`src/rtl/hazard_ctrl_if.sv`:
```
// Pipeline-side hazard bus: register ids and instruction flags into the
// hazard unit, per-stage bubble/flush controls and forwarding selects out.
interface hazard_ctrl_if;
  logic [4:0] reg1_src_D, reg2_src_D;
  logic [4:0] reg1_src_E, reg2_src_E;
  logic [4:0] reg_dest_E, reg_dest_M, reg_dest_W;
  logic       load_E, reg_write_M, reg_write_W;
  logic       br_taken_E, jalr_E, jal_D;
  logic       bubbleF, bubbleD, bubbleE, bubbleM, bubbleW;
  logic       flushF, flushD, flushE, flushM, flushW;
  logic [1:0] op1_sel, op2_sel;

  // Pipeline side: supplies instruction info, consumes controls.
  modport master (
    output reg1_src_D, reg2_src_D, reg1_src_E, reg2_src_E,
           reg_dest_E, reg_dest_M, reg_dest_W,
           load_E, reg_write_M, reg_write_W, br_taken_E, jalr_E, jal_D,
    input  bubbleF, bubbleD, bubbleE, bubbleM, bubbleW,
           flushF, flushD, flushE, flushM, flushW, op1_sel, op2_sel
  );

  // Hazard unit side.
  modport slave (
    input  reg1_src_D, reg2_src_D, reg1_src_E, reg2_src_E,
           reg_dest_E, reg_dest_M, reg_dest_W,
           load_E, reg_write_M, reg_write_W, br_taken_E, jalr_E, jal_D,
    output bubbleF, bubbleD, bubbleE, bubbleM, bubbleW,
           flushF, flushD, flushE, flushM, flushW, op1_sel, op2_sel
  );
endinterface

```
`src/rtl/hazard_ctrl.sv`:
```
// Hazard unit for the 5-stage RV32I pipeline: stage bubble/flush control,
// EX operand forwarding, dcache-miss sequencing with watchdog, and a
// saturating stall-cycle counter.

// Per-operand forwarding select: MEM result beats WB result, x0 never forwards.
module hazard_fwd (
  input  logic [4:0] src_e,
  input  logic [4:0] dest_m,
  input  logic [4:0] dest_w,
  input  logic       wr_m,
  input  logic       wr_w,
  output logic [1:0] sel
);
  // Pick the youngest in-flight producer of this operand.
  always_comb begin
    sel = 2'b00;
    if (wr_m && dest_m != 5'd0 && dest_m == src_e)      sel = 2'b10;
    else if (wr_w && dest_w != 5'd0 && dest_w == src_e) sel = 2'b01;
  end
endmodule

module hazard_ctrl #(
  parameter int MISS_TIMEOUT = 64,
  parameter int CNT_W        = 16
) (
  input  logic             clk,
  input  logic             rst_n,
  hazard_ctrl_if.slave     hz,
  input  logic             miss_req,
  input  logic             mem_ready,
  input  logic             stat_clr,
  output logic             err,
  output logic [CNT_W-1:0] stall_cycles
);
  localparam int NUM_OPS = 2;
  localparam int MC_W    = $clog2(MISS_TIMEOUT);
  localparam logic [MC_W-1:0]  MC_LAST = MC_W'(MISS_TIMEOUT - 1);
  localparam logic [CNT_W-1:0] CNT_MAX = '1;

  typedef enum logic [1:0] {RUN = 2'd0, MISS = 2'd1, ERR = 2'd2} state_t;

  state_t             state_q, state_d;
  logic [MC_W-1:0]    miss_cnt_q, miss_cnt_d;
  logic               err_q, err_d;
  logic [CNT_W-1:0]   stall_cycles_q, stall_cycles_d;

  logic               stall_all, load_use;
  logic [4:0]         bub, fl;  // {F,D,E,M,W}
  logic [NUM_OPS-1:0][4:0] src_e;
  logic [NUM_OPS-1:0][1:0] fwd_sel;

  // State, watchdog, error flag and statistics registers.
  always_ff @(posedge clk or negedge rst_n) begin
    if (!rst_n) begin
      state_q        <= RUN;
      miss_cnt_q     <= '0;
      err_q          <= 1'b0;
      stall_cycles_q <= '0;
    end else begin
      state_q        <= state_d;
      miss_cnt_q     <= miss_cnt_d;
      err_q          <= err_d;
      stall_cycles_q <= stall_cycles_d;
    end
  end

  // Miss sequencing: a miss answered in the same cycle never leaves RUN;
  // data return beats the watchdog on the last allowed cycle.
  always_comb begin
    state_d    = state_q;
    miss_cnt_d = miss_cnt_q;
    err_d      = err_q;
    unique case (state_q)
      RUN: begin
        if (miss_req && !mem_ready) begin
          state_d    = MISS;
          miss_cnt_d = '0;
        end
      end
      MISS: begin
        if (mem_ready) begin
          state_d    = RUN;
          miss_cnt_d = '0;
        end else if (miss_cnt_q == MC_LAST) begin
          state_d    = ERR;
          miss_cnt_d = '0;
          err_d      = 1'b1;
        end else begin
          miss_cnt_d = miss_cnt_q + 1'b1;
        end
      end
      ERR:     state_d = ERR;
      default: state_d = RUN;
    endcase
  end

  // Stage controls by priority: memory stall, redirect, load-use, JAL.
  always_comb begin
    bub       = 5'b00000;
    fl        = 5'b00000;
    stall_all = (state_q == ERR) || (miss_req && !mem_ready);
    load_use  = hz.load_E && hz.reg_dest_E != 5'd0 &&
                (hz.reg_dest_E == hz.reg1_src_D || hz.reg_dest_E == hz.reg2_src_D);
    if (stall_all) begin
      bub = 5'b11110;
      fl  = 5'b00001;
    end else if (hz.br_taken_E || hz.jalr_E) begin
      fl  = 5'b01100;
    end else if (load_use) begin
      bub = 5'b11000;
      fl  = 5'b00100;
    end else if (hz.jal_D) begin
      fl  = 5'b01000;
    end
  end

  // Stall counter: clear wins, otherwise count bubbleF cycles up to all-ones.
  always_comb begin
    stall_cycles_d = stall_cycles_q;
    if (stat_clr)                                 stall_cycles_d = '0;
    else if (bub[4] && stall_cycles_q != CNT_MAX) stall_cycles_d = stall_cycles_q + 1'b1;
  end

  assign src_e[0] = hz.reg1_src_E;
  assign src_e[1] = hz.reg2_src_E;

  for (genvar g = 0; g < NUM_OPS; g++) begin : g_fwd
    hazard_fwd u_fwd (
      .src_e  (src_e[g]),
      .dest_m (hz.reg_dest_M),
      .dest_w (hz.reg_dest_W),
      .wr_m   (hz.reg_write_M),
      .wr_w   (hz.reg_write_W),
      .sel    (fwd_sel[g])
    );
  end

  assign {hz.bubbleF, hz.bubbleD, hz.bubbleE, hz.bubbleM, hz.bubbleW} = bub;
  assign {hz.flushF,  hz.flushD,  hz.flushE,  hz.flushM,  hz.flushW}  = fl;
  assign hz.op1_sel    = fwd_sel[0];
  assign hz.op2_sel    = fwd_sel[1];
  assign err           = err_q;
  assign stall_cycles  = stall_cycles_q;
endmodule
```
`src/flat_wrapper.sv`:
```
// flat-port wrapper written by rule: the top's interface ports become plain ports
module hazard_ctrl_flat 
#(
  parameter int MISS_TIMEOUT = 64,
  parameter int CNT_W        = 16
)
  (clk, rst_n, miss_req, mem_ready, stat_clr, err, stall_cycles, hz_reg1_src_D, hz_reg2_src_D, hz_reg1_src_E, hz_reg2_src_E, hz_reg_dest_E, hz_reg_dest_M, hz_reg_dest_W, hz_load_E, hz_reg_write_M, hz_reg_write_W, hz_br_taken_E, hz_jalr_E, hz_jal_D, hz_bubbleF, hz_bubbleD, hz_bubbleE, hz_bubbleM, hz_bubbleW, hz_flushF, hz_flushD, hz_flushE, hz_flushM, hz_flushW, hz_op1_sel, hz_op2_sel);
  hazard_ctrl_if hz_i ();
  input  logic clk;
  input  logic rst_n;
  input  logic miss_req;
  input  logic mem_ready;
  input  logic stat_clr;
  output logic err;
  output logic [CNT_W-1:0] stall_cycles;
  input wire logic [$bits(hz_i.reg1_src_D)-1:0] hz_reg1_src_D;
  input wire logic [$bits(hz_i.reg2_src_D)-1:0] hz_reg2_src_D;
  input wire logic [$bits(hz_i.reg1_src_E)-1:0] hz_reg1_src_E;
  input wire logic [$bits(hz_i.reg2_src_E)-1:0] hz_reg2_src_E;
  input wire logic [$bits(hz_i.reg_dest_E)-1:0] hz_reg_dest_E;
  input wire logic [$bits(hz_i.reg_dest_M)-1:0] hz_reg_dest_M;
  input wire logic [$bits(hz_i.reg_dest_W)-1:0] hz_reg_dest_W;
  input wire logic [$bits(hz_i.load_E)-1:0] hz_load_E;
  input wire logic [$bits(hz_i.reg_write_M)-1:0] hz_reg_write_M;
  input wire logic [$bits(hz_i.reg_write_W)-1:0] hz_reg_write_W;
  input wire logic [$bits(hz_i.br_taken_E)-1:0] hz_br_taken_E;
  input wire logic [$bits(hz_i.jalr_E)-1:0] hz_jalr_E;
  input wire logic [$bits(hz_i.jal_D)-1:0] hz_jal_D;
  output wire logic [$bits(hz_i.bubbleF)-1:0] hz_bubbleF;
  output wire logic [$bits(hz_i.bubbleD)-1:0] hz_bubbleD;
  output wire logic [$bits(hz_i.bubbleE)-1:0] hz_bubbleE;
  output wire logic [$bits(hz_i.bubbleM)-1:0] hz_bubbleM;
  output wire logic [$bits(hz_i.bubbleW)-1:0] hz_bubbleW;
  output wire logic [$bits(hz_i.flushF)-1:0] hz_flushF;
  output wire logic [$bits(hz_i.flushD)-1:0] hz_flushD;
  output wire logic [$bits(hz_i.flushE)-1:0] hz_flushE;
  output wire logic [$bits(hz_i.flushM)-1:0] hz_flushM;
  output wire logic [$bits(hz_i.flushW)-1:0] hz_flushW;
  output wire logic [$bits(hz_i.op1_sel)-1:0] hz_op1_sel;
  output wire logic [$bits(hz_i.op2_sel)-1:0] hz_op2_sel;
  assign hz_i.reg1_src_D = hz_reg1_src_D;
  assign hz_i.reg2_src_D = hz_reg2_src_D;
  assign hz_i.reg1_src_E = hz_reg1_src_E;
  assign hz_i.reg2_src_E = hz_reg2_src_E;
  assign hz_i.reg_dest_E = hz_reg_dest_E;
  assign hz_i.reg_dest_M = hz_reg_dest_M;
  assign hz_i.reg_dest_W = hz_reg_dest_W;
  assign hz_i.load_E = hz_load_E;
  assign hz_i.reg_write_M = hz_reg_write_M;
  assign hz_i.reg_write_W = hz_reg_write_W;
  assign hz_i.br_taken_E = hz_br_taken_E;
  assign hz_i.jalr_E = hz_jalr_E;
  assign hz_i.jal_D = hz_jal_D;
  assign hz_bubbleF = hz_i.bubbleF;
  assign hz_bubbleD = hz_i.bubbleD;
  assign hz_bubbleE = hz_i.bubbleE;
  assign hz_bubbleM = hz_i.bubbleM;
  assign hz_bubbleW = hz_i.bubbleW;
  assign hz_flushF = hz_i.flushF;
  assign hz_flushD = hz_i.flushD;
  assign hz_flushE = hz_i.flushE;
  assign hz_flushM = hz_i.flushM;
  assign hz_flushW = hz_i.flushW;
  assign hz_op1_sel = hz_i.op1_sel;
  assign hz_op2_sel = hz_i.op2_sel;
  hazard_ctrl #(.MISS_TIMEOUT(MISS_TIMEOUT), .CNT_W(CNT_W)) u_core (.clk(clk), .rst_n(rst_n), .hz(hz_i), .miss_req(miss_req), .mem_ready(mem_ready), .stat_clr(stat_clr), .err(err), .stall_cycles(stall_cycles));
endmodule
```
`config.mk`:
```
export PLATFORM = sky130hd
export DESIGN_NAME = hazard_ctrl_flat
export DESIGN_NICKNAME = d
export VERILOG_FILES = /design/src/rtl/hazard_ctrl_if.sv /design/src/rtl/hazard_ctrl.sv /design/src/flat_wrapper.sv
export SDC_FILE = /design/constraint.sdc
export NUM_CORES = 1
export LEC_CHECK = 0
export CAP_MARGIN = 30
export CELL_PAD_IN_SITES_DETAIL_PLACEMENT = 0
export CELL_PAD_IN_SITES_GLOBAL_PLACEMENT = 1
export CORE_ASPECT_RATIO = 0.5
export CORE_UTILIZATION = 31
export CTS_BUF_LIST = sky130_fd_sc_hd__clkbuf_16
export DETAILED_ROUTE_END_ITERATION = 12
export GPL_TIMING_DRIVEN = 1
export PLACE_DENSITY = 0.81
export SLEW_MARGIN = 40
export SYNTH_ARGS = -nofsm -noshare
export SYNTH_HDL_FRONTEND = slang
export SYNTH_SLANG_ARGS = --single-unit
```
`constraint.sdc`:
```
create_clock -name clk -period 3.15 [get_ports clk]
set_clock_uncertainty 0.1 [all_clocks]
set_input_delay 0.63 -clock clk [delete_from_list [all_inputs] [get_ports clk]]
set_output_delay 0.63 -clock clk [all_outputs]
set_load 0.02 [all_outputs]
```
==> summary.json, run 1 <==
{
  "power_and_ir_drop": {
    "power_per_unit_of_standard_cell_area_nw_per_um2": 284.6,
    "internal-power_mw": 0.6085,
    "vdd_drop_max_mv": 0.1573,
    "report.power.total_mw": 0.8143,
    "power_switching_mw": 0.2058,
    "power.share.clock": 0.339,
    "share_seq_of_total_power": 0.410,
    "combPwrFrac": 0.250,
    "static-leakage-power_nw": 1.153,
    "switching_share": 0.2527
  },
  "place": {
    "dpl.cell_count": 373,
    "place.port_buffers": 73,
    "hpwl_after_dpl_mm": 3.983,
    "gpl.final_weighted_congestion": 0.8085
  },
  "grt": {
    "overflow": 0,
    "first_global_vias": 1924,
    "groute.usage.overall": 0.1732,
    "grt_start_max_net_pins": 27,
    "grt_antenna_before_repair": 0,
    "wire_length_of_the_first_global_routing_pass_mm": 8.894
  },
  "min_path": {
    "hold_path_end": "u_core.err$_DFFE_PN0P_",
    "hold_path_startpoint": "u_core.err$_DFFE_PN0P_",
    "worstHoldPathCells": 1,
    "class_of_the_tightest_hold_or_removal_check": "register to register"
  },
  "clocking": {
    "cts_tree": "yes",
    "htreeDepth": 1,
    "holdBufCountCts": 0,
    "cts_buffers": 3,
    "clock-root-buffer": "sky130_fd_sc_hd__clkbuf_16",
    "cts.sinks": 25,
    "clk_slew_on_worst_s_h_paths_ns": 0.06,
    "clk_path_buf_depth": 2,
    "clk_latency_ns": 0.26
  },
  "setup_path": {
    "critPathCaptureType": "primary output",
    "worst_ep_arrival_time_ns": 2.37,
    "startpoint_type": "input port",
    "timing.rr.end": "u_core.stall_cycles[9]$_DFFE_PN0P_",
    "cp.required_ns": 2.42,
    "timing.rr.start": "u_core.stall_cycles[0]$_DFFE_PN0P_",
    "ff2ff_path_depth": 6,
    "rrSetupSlack_ns": 0.99,
    "worst-setup-path-type": "input port to primary output",
    "critPathMaxFanout": 3
  },
  "layout": {
    "layout.cells.most_common_list": "60 x sky130_fd_sc_hd__clkdlybuf4s50_1, 26 x sky130_fd_sc_hd__buf_4, 25 x sky130_fd_sc_hd__dfrtp_1, 16 x sky130_fd_sc_hd__xnor2_1, 16 x sky130_fd_sc_hd__nand3_1",
    "post_route_cells_drive_above_1_share": 0.1579,
    "mostFrequentLayoutCell": "sky130_fd_sc_hd__clkdlybuf4s50_1",
    "syn2layout_area_growth_pct": 52.57,
    "finish.net_count": 353,
    "final_cells": 377,
    "n_antenna_cell": 0,
    "fill_cell_instance_count_of_the_final_layout": 535
  },
  "timing": {
    "setup_violations": 0,
    "tightestPinTransition_ns": 0.6448,
    "timing.hold.ws_ns": 0.3705,
    "drv_slew": 0,
    "layout_worst_path_cycle_share": 0.9838,
    "grt_setup_unrepaired": "yes",
    "layout_min_cycle_time_ns": 3.099,
    "slew_headroom": 0.5688,
    "hold_violations": 0,
    "fmax_mhz": 322.7
  },
  "yosys": {
    "synth.largest_area_cell": "sky130_fd_sc_hd__dfrtp_1",
    "ys_seq_area_frac": 0.3336,
    "count_of_warnings_emitted_by_yosys": 0,
    "synth_area_leaders": "sky130_fd_sc_hd__dfrtp_1 33%, sky130_fd_sc_hd__xnor2_1 7.5%, sky130_fd_sc_hd__xor2_1 7.0%",
    "yosys.cell_types.count": 46,
    "mappedNetlistArea_um2": 1876,
    "avgSynthCellArea_um2": 8.805,
    "share_of_flip_flops_with_an_asynchronous_set_or_reset_after_synthesis": 1.000,
    "synthesis.instances": 213,
    "synth_edf_count": 0,
    "yosys_register_bits": 25,
    "synth_largest_type_area_fraction": 0.3336,
    "synth_flop_cell": "sky130_fd_sc_hd__dfrtp_1"
  },
  "die": {
    "core_box_area_um2": 5658,
    "chipHeight_um": 57,
    "top_level_ports": 77,
    "floorplan.die_area_um2": 6384,
    "initial_core_util": 0.3315,
    "placementRows": 19,
    "die_x_um": 112
  },
  "run": {
    "maxCapViolations": 0
  },
  "run_status": {
    "status": "finished with violations",
    "failed_checks": "design-rule violations"
  },
  "route": {
    "via_count": 1948,
    "route.detailed.wl_per_inst_um": 13.86,
    "routed_wirelength_mm": 5.227,
    "detail_route.iter0.violations": 144,
    "ant_nets": 0,
    "avgViaCountPerCell": 5.167,
    "drcViolationCount": 9,
    "drtPass1Iterations": 9
  }
}
-- layer usage --
layer  wire length [um]  global-route usage  vias to the layer above  part of all wire
li1                   -                   -                      959                 -
met2               2425              0.3132                       63              0.46
met1               2393              0.2191                      924              0.46
met5                  0                   0                        -                 0
met4                 21             0.02857                        0            0.0040
met3                386             0.03719                        2             0.074
-- layout make-up --
type	count	area, um2	share of cell area
multi-input cells	169	1149	0.4014
flip-flops and latches	25	625.6	0.2186
repair buffers	99	890.9	0.3113
clock inverters	1	3.754	0.001312
inverters	7	26.28	0.009182
clock buffers	3	75.07	0.02624
well taps	73	91.34	0.03192
-- cell families (layout without fill, tap and decap cells) --
family          count (synthesis)  after routing  synth area share
flops                          25             25            0.3336
xor+xnor                       31             31            0.1448
simple gates                   84             84            0.2588
compound gates                 48             48            0.1688
mux                             1              1          0.006004
other cells                     1              3          0.001999
buf+inv                        21            110           0.07270
fa+ha+maj                       2              2           0.01334
-- Yosys cell counts (6+ instances only) --
| cell type | n |
|---|---|
| sky130_fd_sc_hd__inv_1 | 6 |
| sky130_fd_sc_hd__or4_1 | 14 |
| sky130_fd_sc_hd__o31ai_1 | 10 |
| sky130_fd_sc_hd__buf_4 | 7 |
| sky130_fd_sc_hd__xnor2_1 | 16 |
| sky130_fd_sc_hd__nand3_1 | 16 |
| sky130_fd_sc_hd__nor2_1 | 12 |
| sky130_fd_sc_hd__a21oi_1 | 15 |
| sky130_fd_sc_hd__dfrtp_1 | 25 |
| sky130_fd_sc_hd__xor2_1 | 15 |
| sky130_fd_sc_hd__o21ai_0 | 11 |
| sky130_fd_sc_hd__nand2_1 | 12 |
-- flip-flops by register name, summed over array words and instances, names as in the netlist --
signal / cells
u_core.state_q: 2
u_core.err: 1
u_core.miss_cnt_q: 6
u_core.stall_cycles: 16
-- through the flow --
step           area [um2]  worst slack (ns)  utilization  setup TNS (ns)
2_1_floorplan        1883            0.1730            -               0
5_1_grt              2861          -0.03156       0.5058        -0.04503
4_1_cts              2845           0.02417       0.5029               0
3_3_place_gp         2790           -0.3911       0.4931          -2.329
3_5_place_dp         2790           -0.4624       0.4931          -2.649
6_report             2861           0.05090       0.5058               0
-- repair_timing --
| item | CTS | global route |
|---|---|---|
| buffers inserted | 0 | 0 |
| gates resized for setup | 32 | 6 |
| endpoints found under the setup margin | 11 | 6 |
| hold endpoints to repair | 0 | 0 |
| pin swaps | 1 | 4 |
-- how the worst max path moves through the flow --
stage / start / to / cells past startpoint / slack (ns)
final: hz_reg_dest_E[4] / hz_bubbleD / 8 / 0.05
after global routing: hz_reg_dest_M[0] / hz_op1_sel[1] / 7 / -0.03
after CTS: hz_reg_dest_M[0] / hz_op1_sel[0] / 6 / 0.02
after detailed placement: hz_reg_dest_M[0] / hz_op1_sel[0] / 6 / -0.46
after global placement: hz_reg_dest_E[3] / hz_flushD / 8 / -0.39
after floorplan: hz_reg_dest_M[0] / hz_op1_sel[0] / 4 / 0.17
-- power by group through the flow --
stage	Clock (mW)	Sequential [mW]	Combinational, mW
2_1_floorplan	0	0.340	0.0835
3_3_place_gp	0	0.339	0.205
3_5_place_dp	0	0.340	0.208
4_1_cts	0.287	0.334	0.204
5_1_grt	0.303	0.335	0.222
6_report	0.276	0.334	0.204
-- critical path, stage by stage --
cell and delay [ns]:
sky130_fd_sc_hd__clkdlybuf4s50_1 0.44, sky130_fd_sc_hd__or4_4 0.57, sky130_fd_sc_hd__o21ai_4 0.15, sky130_fd_sc_hd__nor3_1 0.09, sky130_fd_sc_hd__a21oi_4 0.16, sky130_fd_sc_hd__inv_2 0.06, sky130_fd_sc_hd__buf_4 0.13, sky130_fd_sc_hd__buf_2 0.15
No activity file was read; power rests on OpenSTA's default activity.
==> run 2, diff against run 1 <==
--- a/config.mk
+++ b/config.mk
@@ -13,6 +13,7 @@
 export CTS_BUF_LIST = sky130_fd_sc_hd__clkbuf_16
 export DETAILED_ROUTE_END_ITERATION = 12
 export GPL_TIMING_DRIVEN = 1
+export HOLD_SLACK_MARGIN = 0.02
 export PLACE_DENSITY = 0.81
 export SLEW_MARGIN = 40
 export SYNTH_ARGS = -nofsm -noshare
==> results of run 2 <==
The final DEF is identical to that of run 1; final timing and power are the same.
